**src/rtl/fft_pkg.sv**
```systemverilog
// Shared definitions for the FFT sample-RAM sequencer.
//   state_t : controller state encoding
//   bitrev  : reverse the low `width` bits of a value (bits above `width` must be zero)
//   LOG2N/N : default transform size, shared with the butterfly unit and twiddle ROM
package fft_pkg;

    localparam int unsigned DATA_WIDTH_DEF = 16;
    localparam int unsigned LOG2N          = 5;
    localparam int unsigned N              = 1 << LOG2N;
    // Widest address bitrev() accepts.
    localparam int unsigned MAX_AW         = 16;

    typedef enum logic [2:0] {
        StIdle,
        StLoad,
        StRd,
        StBf,
        StWt,
        StWr,
        StUnload,
        StFlush
    } state_t;

    function automatic logic [MAX_AW-1:0] bitrev(input logic [MAX_AW-1:0] value,
                                                 input int unsigned width);
        logic [MAX_AW-1:0] rev;
        rev = {<<{value}};
        // Full-width reversal puts the wanted bits at the top; slide them down.
        return rev >> (MAX_AW - width);
    endfunction

endpackage

```
**src/rtl/fft_mem_ctrl_if.sv**
```systemverilog
// Signal bundle between the FFT sequencer and its environment (input stream,
// butterfly/twiddle datapath, sample RAM, result consumer).
//   master : sequencer side (drives RAM control/addresses, bf_go, results)
//   slave  : environment side (drives start, input stream, butterfly results)
interface fft_mem_ctrl_if
    import fft_pkg::*;
#(
    parameter int unsigned DATA_WIDTH = DATA_WIDTH_DEF,
    parameter int unsigned ADDR_WIDTH = LOG2N
);
    logic                  start;
    logic                  in_valid;
    logic [DATA_WIDTH-1:0] in_data;
    logic                  in_ready;
    logic [DATA_WIDTH-1:0] bf_a;
    logic [DATA_WIDTH-1:0] bf_b;
    logic                  bf_go;
    logic [ADDR_WIDTH-2:0] tw_addr;
    logic                  ram_roW;
    logic                  ram_singlewrite;
    logic [ADDR_WIDTH-1:0] ram_A_addr;
    logic [ADDR_WIDTH-1:0] ram_B_addr;
    logic [DATA_WIDTH-1:0] ram_din_A;
    logic [DATA_WIDTH-1:0] ram_din_B;
    logic                  out_valid;
    logic [ADDR_WIDTH-1:0] out_index;
    logic                  busy;
    logic                  done;

    modport master (
        input  start, in_valid, in_data, bf_a, bf_b,
        output in_ready, bf_go, tw_addr, ram_roW, ram_singlewrite, ram_A_addr, ram_B_addr,
               ram_din_A, ram_din_B, out_valid, out_index, busy, done
    );

    modport slave (
        output start, in_valid, in_data, bf_a, bf_b,
        input  in_ready, bf_go, tw_addr, ram_roW, ram_singlewrite, ram_A_addr, ram_B_addr,
               ram_din_A, ram_din_B, out_valid, out_index, busy, done
    );

endinterface

```
**src/rtl/fft_bf_addr.sv**
```systemverilog
// Radix-2 DIT butterfly address generator (purely combinational).
//   s  : stage index, 0..ADDR_WIDTH-1
//   k  : butterfly index within the stage, 0..N/2-1
//   a  : upper element address = (k >> s) * 2^(s+1) + (k mod 2^s)
//   b  : lower element address = a + 2^s
//   tw : twiddle ROM index     = (k mod 2^s) << (ADDR_WIDTH-1-s)
module fft_bf_addr
    import fft_pkg::*;
#(
    parameter int unsigned ADDR_WIDTH = LOG2N,
    parameter int unsigned STAGE_W    = $clog2(ADDR_WIDTH) + 1
) (
    input  logic [STAGE_W-1:0]    s,
    input  logic [ADDR_WIDTH-2:0] k,
    output logic [ADDR_WIDTH-1:0] a,
    output logic [ADDR_WIDTH-1:0] b,
    output logic [ADDR_WIDTH-2:0] tw
);
    localparam int unsigned KW = ADDR_WIDTH - 1;

    logic [ADDR_WIDTH-1:0] kx;
    logic [ADDR_WIDTH-1:0] half;
    logic [ADDR_WIDTH-1:0] grp;
    logic [ADDR_WIDTH-1:0] a_v;
    logic [KW-1:0]         pos;
    logic [STAGE_W-1:0]    tw_sh;

    always_comb begin
        kx    = {1'b0, k};
        half  = ADDR_WIDTH'(1) << s;
        grp   = kx >> s;
        pos   = k & KW'(half - ADDR_WIDTH'(1));
        // pos < half, so bit s of a_v is clear and a + half == a | half.
        a_v   = ((grp << s) << 1) | {1'b0, pos};
        tw_sh = STAGE_W'(ADDR_WIDTH - 1) - s;
        a     = a_v;
        b     = a_v | half;
        tw    = pos << tw_sh;
    end

endmodule

```
**src/rtl/fft_mem_ctrl.sv**
```systemverilog
// FFT sample-RAM sequencer: one complete in-place radix-2 DIT transform.
//   LOAD   : N input samples written through the single-write path in bit-reversed order
//   RD/BF/WT/WR : per butterfly, read the pair, hand it to the butterfly unit, wait
//            BF_LAT cycles, write the results back; LOG2N stages of N/2 butterflies
//   UNLOAD : natural-order read-out; out_valid/out_index follow one cycle later
//            (1-cycle RAM read latency), done pulses with the last result
// Ports: clk, rst (async, active-high) and the fft_mem_ctrl_if master bundle.
module fft_mem_ctrl
    import fft_pkg::*;
#(
    parameter int unsigned DATA_WIDTH = DATA_WIDTH_DEF,
    parameter int unsigned ADDR_WIDTH = LOG2N,
    parameter int unsigned BF_LAT     = 1
) (
    input logic            clk,
    input logic            rst,
    fft_mem_ctrl_if.master bus
);
    localparam int unsigned KW = ADDR_WIDTH - 1;
    localparam int unsigned SW = $clog2(ADDR_WIDTH) + 1;
    localparam int unsigned LW = $clog2(BF_LAT + 1);

    state_t                state_q, state_d;
    logic [ADDR_WIDTH-1:0] cnt_q, cnt_d;
    logic [SW-1:0]         s_q, s_d;
    logic [KW-1:0]         k_q, k_d;
    logic [LW-1:0]         wcnt_q, wcnt_d;
    logic                  out_valid_q;
    logic [ADDR_WIDTH-1:0] out_index_q;

    logic [ADDR_WIDTH-1:0] pair_a;
    logic [ADDR_WIDTH-1:0] pair_b;
    logic [KW-1:0]         pair_tw;

    fft_bf_addr #(
        .ADDR_WIDTH (ADDR_WIDTH),
        .STAGE_W    (SW)
    ) u_bf_addr (
        .s  (s_q),
        .k  (k_q),
        .a  (pair_a),
        .b  (pair_b),
        .tw (pair_tw)
    );

    always_ff @(posedge clk or posedge rst) begin
        if (rst) begin
            state_q     <= StIdle;
            cnt_q       <= '0;
            s_q         <= '0;
            k_q         <= '0;
            wcnt_q      <= '0;
            out_valid_q <= 1'b0;
            out_index_q <= '0;
        end else begin
            state_q     <= state_d;
            cnt_q       <= cnt_d;
            s_q         <= s_d;
            k_q         <= k_d;
            wcnt_q      <= wcnt_d;
            // Results lag the unload read issue by the RAM read latency.
            out_valid_q <= (state_q == StUnload);
            out_index_q <= (state_q == StUnload) ? cnt_q : '0;
        end
    end

    always_comb begin
        state_d             = state_q;
        cnt_d               = cnt_q;
        s_d                 = s_q;
        k_d                 = k_q;
        wcnt_d              = wcnt_q;
        bus.in_ready        = 1'b0;
        bus.bf_go           = 1'b0;
        bus.tw_addr         = '0;
        bus.ram_roW         = 1'b0;
        bus.ram_singlewrite = 1'b0;
        bus.ram_A_addr      = '0;
        bus.ram_B_addr      = '0;
        bus.ram_din_A       = '0;
        bus.ram_din_B       = '0;

        case (state_q)
            StIdle: begin
                if (bus.start) begin
                    state_d = StLoad;
                    cnt_d   = '0;
                end
            end
            StLoad: begin
                bus.in_ready = 1'b1;
                if (bus.in_valid) begin
                    bus.ram_singlewrite = 1'b1;
                    bus.ram_A_addr      = ADDR_WIDTH'(bitrev(MAX_AW'(cnt_q), ADDR_WIDTH));
                    bus.ram_din_A       = bus.in_data;
                    cnt_d               = cnt_q + 1'b1;
                    if (cnt_q == '1) begin
                        state_d = StRd;
                        s_d     = '0;
                        k_d     = '0;
                    end
                end
            end
            StRd: begin
                bus.ram_A_addr = pair_a;
                bus.ram_B_addr = pair_b;
                state_d        = StBf;
            end
            StBf: begin
                bus.ram_A_addr = pair_a;
                bus.ram_B_addr = pair_b;
                bus.bf_go      = 1'b1;
                bus.tw_addr    = pair_tw;
                if (BF_LAT > 1) begin
                    state_d = StWt;
                    wcnt_d  = LW'(1);
                end else begin
                    state_d = StWr;
                end
            end
            StWt: begin
                bus.ram_A_addr = pair_a;
                bus.ram_B_addr = pair_b;
                if (wcnt_q == LW'(BF_LAT - 1)) begin
                    state_d = StWr;
                end else begin
                    wcnt_d = wcnt_q + 1'b1;
                end
            end
            StWr: begin
                bus.ram_roW    = 1'b1;
                bus.ram_A_addr = pair_a;
                bus.ram_B_addr = pair_b;
                bus.ram_din_A  = bus.bf_a;
                bus.ram_din_B  = bus.bf_b;
                if (k_q != '1) begin
                    k_d     = k_q + 1'b1;
                    state_d = StRd;
                end else if (s_q != SW'(ADDR_WIDTH - 1)) begin
                    s_d     = s_q + 1'b1;
                    k_d     = '0;
                    state_d = StRd;
                end else begin
                    s_d     = '0;
                    k_d     = '0;
                    cnt_d   = '0;
                    state_d = StUnload;
                end
            end
            StUnload: begin
                bus.ram_A_addr = cnt_q;
                bus.ram_B_addr = cnt_q;
                cnt_d          = cnt_q + 1'b1;
                if (cnt_q == '1) begin
                    state_d = StFlush;
                end
            end
            StFlush: begin
                state_d = StIdle;
            end
            default: begin
                state_d = StIdle;
            end
        endcase
    end

    assign bus.out_valid = out_valid_q;
    assign bus.out_index = out_index_q;
    assign bus.busy      = (state_q != StIdle);
    assign bus.done      = (state_q == StFlush);

endmodule

```
**src/flat_wrapper.sv**
```systemverilog
// flat-port wrapper written by rule: the top's interface ports become plain ports
module fft_mem_ctrl_flat import fft_pkg::*;
#(
    parameter int unsigned DATA_WIDTH = DATA_WIDTH_DEF,
    parameter int unsigned ADDR_WIDTH = LOG2N,
    parameter int unsigned BF_LAT     = 1
)
  (clk, rst, bus_start, bus_in_valid, bus_in_data, bus_bf_a, bus_bf_b, bus_in_ready, bus_bf_go, bus_tw_addr, bus_ram_roW, bus_ram_singlewrite, bus_ram_A_addr, bus_ram_B_addr, bus_ram_din_A, bus_ram_din_B, bus_out_valid, bus_out_index, bus_busy, bus_done);
  fft_mem_ctrl_if #(.DATA_WIDTH(DATA_WIDTH), .ADDR_WIDTH(ADDR_WIDTH)) bus_i ();
  input logic clk;
  input logic rst;
  input wire logic [$bits(bus_i.start)-1:0] bus_start;
  input wire logic [$bits(bus_i.in_valid)-1:0] bus_in_valid;
  input wire logic [$bits(bus_i.in_data)-1:0] bus_in_data;
  input wire logic [$bits(bus_i.bf_a)-1:0] bus_bf_a;
  input wire logic [$bits(bus_i.bf_b)-1:0] bus_bf_b;
  output wire logic [$bits(bus_i.in_ready)-1:0] bus_in_ready;
  output wire logic [$bits(bus_i.bf_go)-1:0] bus_bf_go;
  output wire logic [$bits(bus_i.tw_addr)-1:0] bus_tw_addr;
  output wire logic [$bits(bus_i.ram_roW)-1:0] bus_ram_roW;
  output wire logic [$bits(bus_i.ram_singlewrite)-1:0] bus_ram_singlewrite;
  output wire logic [$bits(bus_i.ram_A_addr)-1:0] bus_ram_A_addr;
  output wire logic [$bits(bus_i.ram_B_addr)-1:0] bus_ram_B_addr;
  output wire logic [$bits(bus_i.ram_din_A)-1:0] bus_ram_din_A;
  output wire logic [$bits(bus_i.ram_din_B)-1:0] bus_ram_din_B;
  output wire logic [$bits(bus_i.out_valid)-1:0] bus_out_valid;
  output wire logic [$bits(bus_i.out_index)-1:0] bus_out_index;
  output wire logic [$bits(bus_i.busy)-1:0] bus_busy;
  output wire logic [$bits(bus_i.done)-1:0] bus_done;
  assign bus_i.start = bus_start;
  assign bus_i.in_valid = bus_in_valid;
  assign bus_i.in_data = bus_in_data;
  assign bus_i.bf_a = bus_bf_a;
  assign bus_i.bf_b = bus_bf_b;
  assign bus_in_ready = bus_i.in_ready;
  assign bus_bf_go = bus_i.bf_go;
  assign bus_tw_addr = bus_i.tw_addr;
  assign bus_ram_roW = bus_i.ram_roW;
  assign bus_ram_singlewrite = bus_i.ram_singlewrite;
  assign bus_ram_A_addr = bus_i.ram_A_addr;
  assign bus_ram_B_addr = bus_i.ram_B_addr;
  assign bus_ram_din_A = bus_i.ram_din_A;
  assign bus_ram_din_B = bus_i.ram_din_B;
  assign bus_out_valid = bus_i.out_valid;
  assign bus_out_index = bus_i.out_index;
  assign bus_busy = bus_i.busy;
  assign bus_done = bus_i.done;
  fft_mem_ctrl #(.DATA_WIDTH(DATA_WIDTH), .ADDR_WIDTH(ADDR_WIDTH), .BF_LAT(BF_LAT)) u_core (.clk(clk), .rst(rst), .bus(bus_i));
endmodule
```
**config.mk**
```make
export PLATFORM = sky130hd
export DESIGN_NAME = fft_mem_ctrl_flat
export DESIGN_NICKNAME = d
export VERILOG_FILES = /design/src/rtl/fft_pkg.sv /design/src/rtl/fft_mem_ctrl_if.sv /design/src/rtl/fft_bf_addr.sv /design/src/rtl/fft_mem_ctrl.sv /design/src/flat_wrapper.sv
export SDC_FILE = /design/constraint.sdc
export NUM_CORES = 1
export LEC_CHECK = 0
export BUFFER_PORTS_ARGS = -buffer_cell sky130_fd_sc_hd__buf_4
export CAP_MARGIN = 30
export CORE_MARGIN = 2
export CORE_UTILIZATION = 45
export DETAILED_ROUTE_END_ITERATION = 8
export GPL_TIMING_DRIVEN = 1
export PLACE_DENSITY = 0.9
export SYNTH_ARGS = -nofsm -noshare
export SYNTH_HDL_FRONTEND = slang
export SYNTH_HIERARCHICAL = 1
export SYNTH_SLANG_ARGS = --single-unit
```
**constraint.sdc**
```tcl
create_clock -name clk -period 7.9 [get_ports clk]
set_input_delay 0.395 -clock clk [delete_from_list [all_inputs] [get_ports clk]]
set_output_delay 0.395 -clock clk [all_outputs]
set_load 0.01 [all_outputs]
```
; Word-level counts from Yosys, hierarchy flattened
; Cells that the tools add are included.
[totals]
register_bits = 23
in_bits = 52
output_inout_bits = 58
elab_cells = 80
[op_classes]
add_sub_neg = 6
eq_ne = 17
shift = 4
n_mux = 34
bitwise_logic = 3
reduce_logical = 9
[ops]
columns = cell, n
row1 = 2-to-1 mux 16 bit, 2
row2 = case mux 16 bit (2 select lines), 1
row3 = 2-to-1 mux 5 bit, 6
row4 = 2-to-1 mux 4 bit, 6
row5 = case mux 3 bit (8 select lines), 1
row6 = 2-to-1 mux 3 bit, 7
row7 = case mux 5 bit (4 select lines), 1
row8 = case mux 4 bit (2 select lines), 2
row9 = case mux 5 bit (3 select lines), 1
row10 = equality test 3 bit (second input constant), 4
row11 = != test 2 bit (second input constant), 6
row12 = case mux 5 bit (2 select lines), 1
row13 = AND reduction 5 bit, 2
row14 = adder 4 x 1 -> 4 bit (second input constant), 2
row15 = equality test 3 x 2 -> 1 bit (second input constant), 2
row16 = 2-to-1 mux 1 bit, 6
row17 = adder 5 x 1 -> 5 bit (second input constant), 1
row18 = equality test 5 bit (second input constant), 1
row19 = bitwise OR 5 x 4 -> 5 bit, 1
row20 = bitwise OR 5 bit, 1
row21 = left shift 1 x 4 -> 5 bit (first input constant), 1
row22 = left shift 5 x 4 -> 4 bit, 1
row23 = >> shifter 4 x 4 -> 5 bit, 1
row24 = bitwise AND 4 bit, 1
row25 = 15 further kinds, 15

; Longest topological paths before layout
[logic_depth]
depth_word = 6
mapped_depth = 11
depth_no_buf = 10

; Cells and area by module
; The synthesis kept the hierarchy.
[by_module_without_submodules]
columns = mod, instances, cells_per_inst, area_each_um2, seq_area_each_um2
row1 = fft_mem_ctrl, 1, 185, 1604.0, 550.5
row2 = fft_bf_addr, 1, 60, 431.7, 0.0

; Worst setup path before layout
; OpenSTA, ideal clock, no wires.
[synth_timing]
kind = register -> output
from = register u_core.s_q[0]
to = output bus_tw_addr[2]
arrival_time_ns = 2.598
required_ns = 7.505
path_slack_ns = 4.907
stages_incl_launch_ff = 11
path_buffers = 1
cell_sequence = dfrtp_1 -> buf_4 -> inv_1 -> ha_1 -> ha_1 -> or2b_2 -> ha_1 -> and2b_2 -> or2b_2 -> a221oi_1 -> and2_1
[synth_via]
elab_chain_len = 5
elab_cells_between_ends = 6
cone_classes = 2 x add/sub / 2 x shift / 1 x mux / 1 x bitwise
[synth_rtl]
columns = element, line
row1 = start: declaration, fft_mem_ctrl.sv:25  ; logic [SW-1:0] s_q, s_d;
row2 = start signal: assignment, fft_mem_ctrl.sv:50  ; s_q <= '0;
row3 = start signal: assignment, fft_mem_ctrl.sv:58  ; s_q <= s_d;
row4 = left shift 1 x 4 -> 5 bit, fft_bf_addr.sv:30  ; half = ADDR_WIDTH'(1) << s;
row5 = subtractor 4 x 1 -> 4 bit, fft_bf_addr.sv:32  ; pos = k & KW'(half - ADDR_WIDTH'(1));
row6 = bitwise AND 4 bit, fft_bf_addr.sv:32
row7 = left shift 4 x 4 -> 4 bit *, fft_bf_addr.sv:38  ; tw = pos << tw_sh;
row8 = via u_core.pair_tw[2], fft_mem_ctrl.sv:33  ; logic [KW-1:0] pair_tw;
row9 = 2-to-1 mux 4 bit *, fft_mem_ctrl.sv:83  ; case (state_q)
row10 = end: declaration, flat_wrapper.sv:19  ; output wire logic [$bits(bus_i.tw_addr)-1:0] bus_tw_addr;
; Mark *: on every way through the listed nets, which the timed path passes. The rest lies on a longest branch.

; Final worst setup path
; Ends and elaborated chain as after synthesis.

==> impl_results.md <==
- Antenna Cells: 0
- CTS root buf: clkbuf_8
- Power density over the cells: 82.5 nW/um2
- DP Cell Count: between 300 and 400
- Grt total ovfl: 0
- DRC: 0
- TritonRoute pass-1 iters: 4
- Finished Cell Area: between 2000 and 3000 um2
- Mapped Nets: 311
- Unrepaired setup endpoints after global routing: false
- Crit path top cell by count: ha_1
- First-pass GRT wire length: 9.47 mm
- Die width: 71.3 um
- Ys Warns: 6
- Critical path's largest stage delay: 0.55 ns
- PnR worst setup slack: 4.36 ns
- CTS tree: yes
- CTS resizes: 0
- Max-slew violations: 0
- Port Buffer Count: 109
- Fmax: 283 MHz
- Syn Std Cell Area: 2040 um2
- Hold Buf Count CTS: 0
- Final setup fails: 0
- Initial antenna violation count: 0
- Post-DP Area: around 2800 um2
- Dpl ws: 4.67 ns
- Worst slew margin: 41.0%
- Footprint of the multi-input gates: 1360 um2
- Post-synthesis sequential area ratio: 27.0%
- Fillers: 368
- Nets@finish: 411
- Leakage: 1.51 nW
- Syn-to-layout area delta: 43.1%
- Final Hold Vio Count: 0
- Outcome: completed
- Setup Fix Bufs, Post-CTS: 0
- Number of flops mapped to enable cells by yosys: 0
- Tot Pwr: 0.241 mW
- CTS H-tree depth: 1
- Tot GR Track Use: 22.8%
- Startpoint Class: flop
- RD Place Congestion: 0.907
- Num rows: 24
- Worst reg2reg path startpoint: u_core/state_q[1]
- DP HPWL: 4.61 mm
- Tcrit/Tclk final: 44.8%
- Wirelength per Cell: ~15 um
- Cells on worst reg2reg path: 5
- Setup tns final: 0 ns
- Number of CTS-inserted buffers: 3
- Vias in the first global route: 2076
- Min Tclk post-route: 3.54 ns
- I/O pin count: 110
- Clock Latency Late Sink: 0.26 ns
- Die extent in y: 71.3 um
- CP max stage cell: dfrtp_1
- Cells after synthesis: roughly 250
- DRT iter0 DRCs: 109
- Register area: ~550 um2
- Critical Path End Type: output port
- Die area: 5080 um2
- Starting Density: 46.8%
- Crit Path Max Fanout: 16
- Skew final: 0.00250 ns
- Finished Layout Cells: just under 400
- Avg Inst Size Synth: 8.31 um2
- WP data arrival: approximately 3.1 ns
- Layout cells sized above 1: 36.3%
- R2r endpoint: u_core/cnt_q[0]
- Clk slew on worst S/H paths: 0.08 ns
- Largest net degree at the start of global routing: 42
- Flop2flop setup slack: 5.60 ns
- Top_reg_cell synth: dfrtp_1
- CP Cell Sequence: inv_1, ha_1, ha_1, or2b_2, ha_1, and2b_2, or2b_2, a221oi_1, and2_1, buf_4
- Max-cap check violation count: 0
- Async set-reset flop share out of synthesis: 100%
- Worst Setup Path Type: reg2out
- Max VDD drop: 0.0766 mV
- Core Area: 4350 um2
- Worst-Margin Slew: 0.885 ns
- WP data required: 7.51 ns
- Vias: 2193
- CTS Buffer Depth: 2
- Vias per inst: 5.54
- Final wirelength: 5.91 mm
- Worst Hold Class: in2async
- Seq cells post-synth: 22
- Final ANT Viol Nets: 0
- Cell variety after synth: 55
- CTS Sinks: 22
[metrics by stage]
step           utilization, %  hold slack [ns]
2_1_floorplan               -            0.384
3_3_place_gp             65.3            0.558
3_5_place_dp             65.3            0.569
4_1_cts                  66.9            0.337
5_1_grt                  66.9            0.377
6_report                 66.9            0.300
[cell type report]
type / count / area share [%]
multi-input combinational: 195 / 46.5
timing repair buffer: 109 / 28.1
sequential: 22 / 18.9
tap: 52 / 2.23
inverter: 14 / 1.80
clock buffer: 3 / 1.42
clock inverter: 1 / 1.03
[cell usage after synthesis (4+ instances only)]
cell type  count  area share, %
a22o_1        17            7.3
nand3b_1       4            1.5
and2_1        26            8.0
nand2_1       24            4.4
nor2b_1        6            1.8
a21o_1         7            2.6
and3_1         5            1.5
nand3_1        5            1.2
buf_2          7            1.7
nor3_1         5            1.2
ha_1          14            8.6
o21ai_1        8            2.0
a221o_1        4            2.0
dfrtp_1       22             27
o21ai_0       12            3.0
inv_1         13            2.4
nor2_1         7            1.3
[critical path: cells and delay by family, from the launching register on]
| kind | cells | cell delay [ns] |
|---|---|---|
| buf+inv | 2 | 0.35 |
| simple gates | 4 | 1.00 |
| compound gates | 1 | 0.27 |
| fa+ha+maj | 3 | 0.70 |
| flops | 1 | 0.55 |
[flip-flops by register name (all words and copies together), names as in the netlist]
register              count
u_core/cnt_q              5
u_core/s_q                4
u_core/bus.out_valid      1
u_core/state_q            3
u_core/k_q                4
u_core/bus.out_index      5
[cell families after synthesis]
family	synth area share, %
AO/OA/AOI/OAI	26.0
XOR/XNOR	0.861
adder cells (fa/ha/maj)	8.60
buffers and inverters	6.33
flip-flops	27.0
multiplexers	2.03
AND/OR/NAND/NOR	29.1
[where the power goes]
group / internal (mW) / switching (mW) / leakage [nW]
clock: 0.0677 / 0.0388 / 0.0357
combinational: 0.0159 / 0.00573 / 1.21
sequential: 0.112 / 0 / 0.262
[layout by cell type, fill, tap and decap left out, types with 3 or more instances in the layout]
cell type  Yosys  layout
nand2_1       24      24
o31ai_1        3       3
nand4_1        3       3
a22o_1        17      17
nor2b_1        6       6
clkbuf_8       0       3
nand3b_1       4       4
nor2_1         7       7
a21oi_1        3       3
buf_4          2     109
nand3_1        5       5
inv_1         13      13
and2_1        26      26
mux2i_1        3       3
ha_1          14      14
o21ai_1        8       8
o21ai_0       12      12
and3_1         5       5
a21o_1         7       7
nor3_1         5       5
a221o_1        4       4
dfrtp_1       22      22
[how the worst max path moves through the flow]
| stage | start | to | cells past startpoint |
|---|---|---|---|
| after global placement | u_core/s_q[0] | bus_tw_addr[2] | 10 |
| final | u_core/s_q[0] | bus_tw_addr[2] | 10 |
| after CTS | u_core/s_q[0] | bus_tw_addr[2] | 10 |
| after floorplan | u_core/s_q[0] | bus_tw_addr[2] | 10 |
| after global routing | u_core/s_q[0] | bus_tw_addr[2] | 10 |
| after detailed placement | u_core/s_q[0] | bus_tw_addr[2] | 10 |
[routing by layer]
metal	part of all wire [%]	global-route usage, %	vias to the layer above
met5	0	0	-
met4	1.2	6.92	0
met3	6.0	3.09	8
met2	53	41.5	90
met1	40	27.7	1013
li1	-	-	1082
Note: power is estimated with default switching activity, not from simulation.
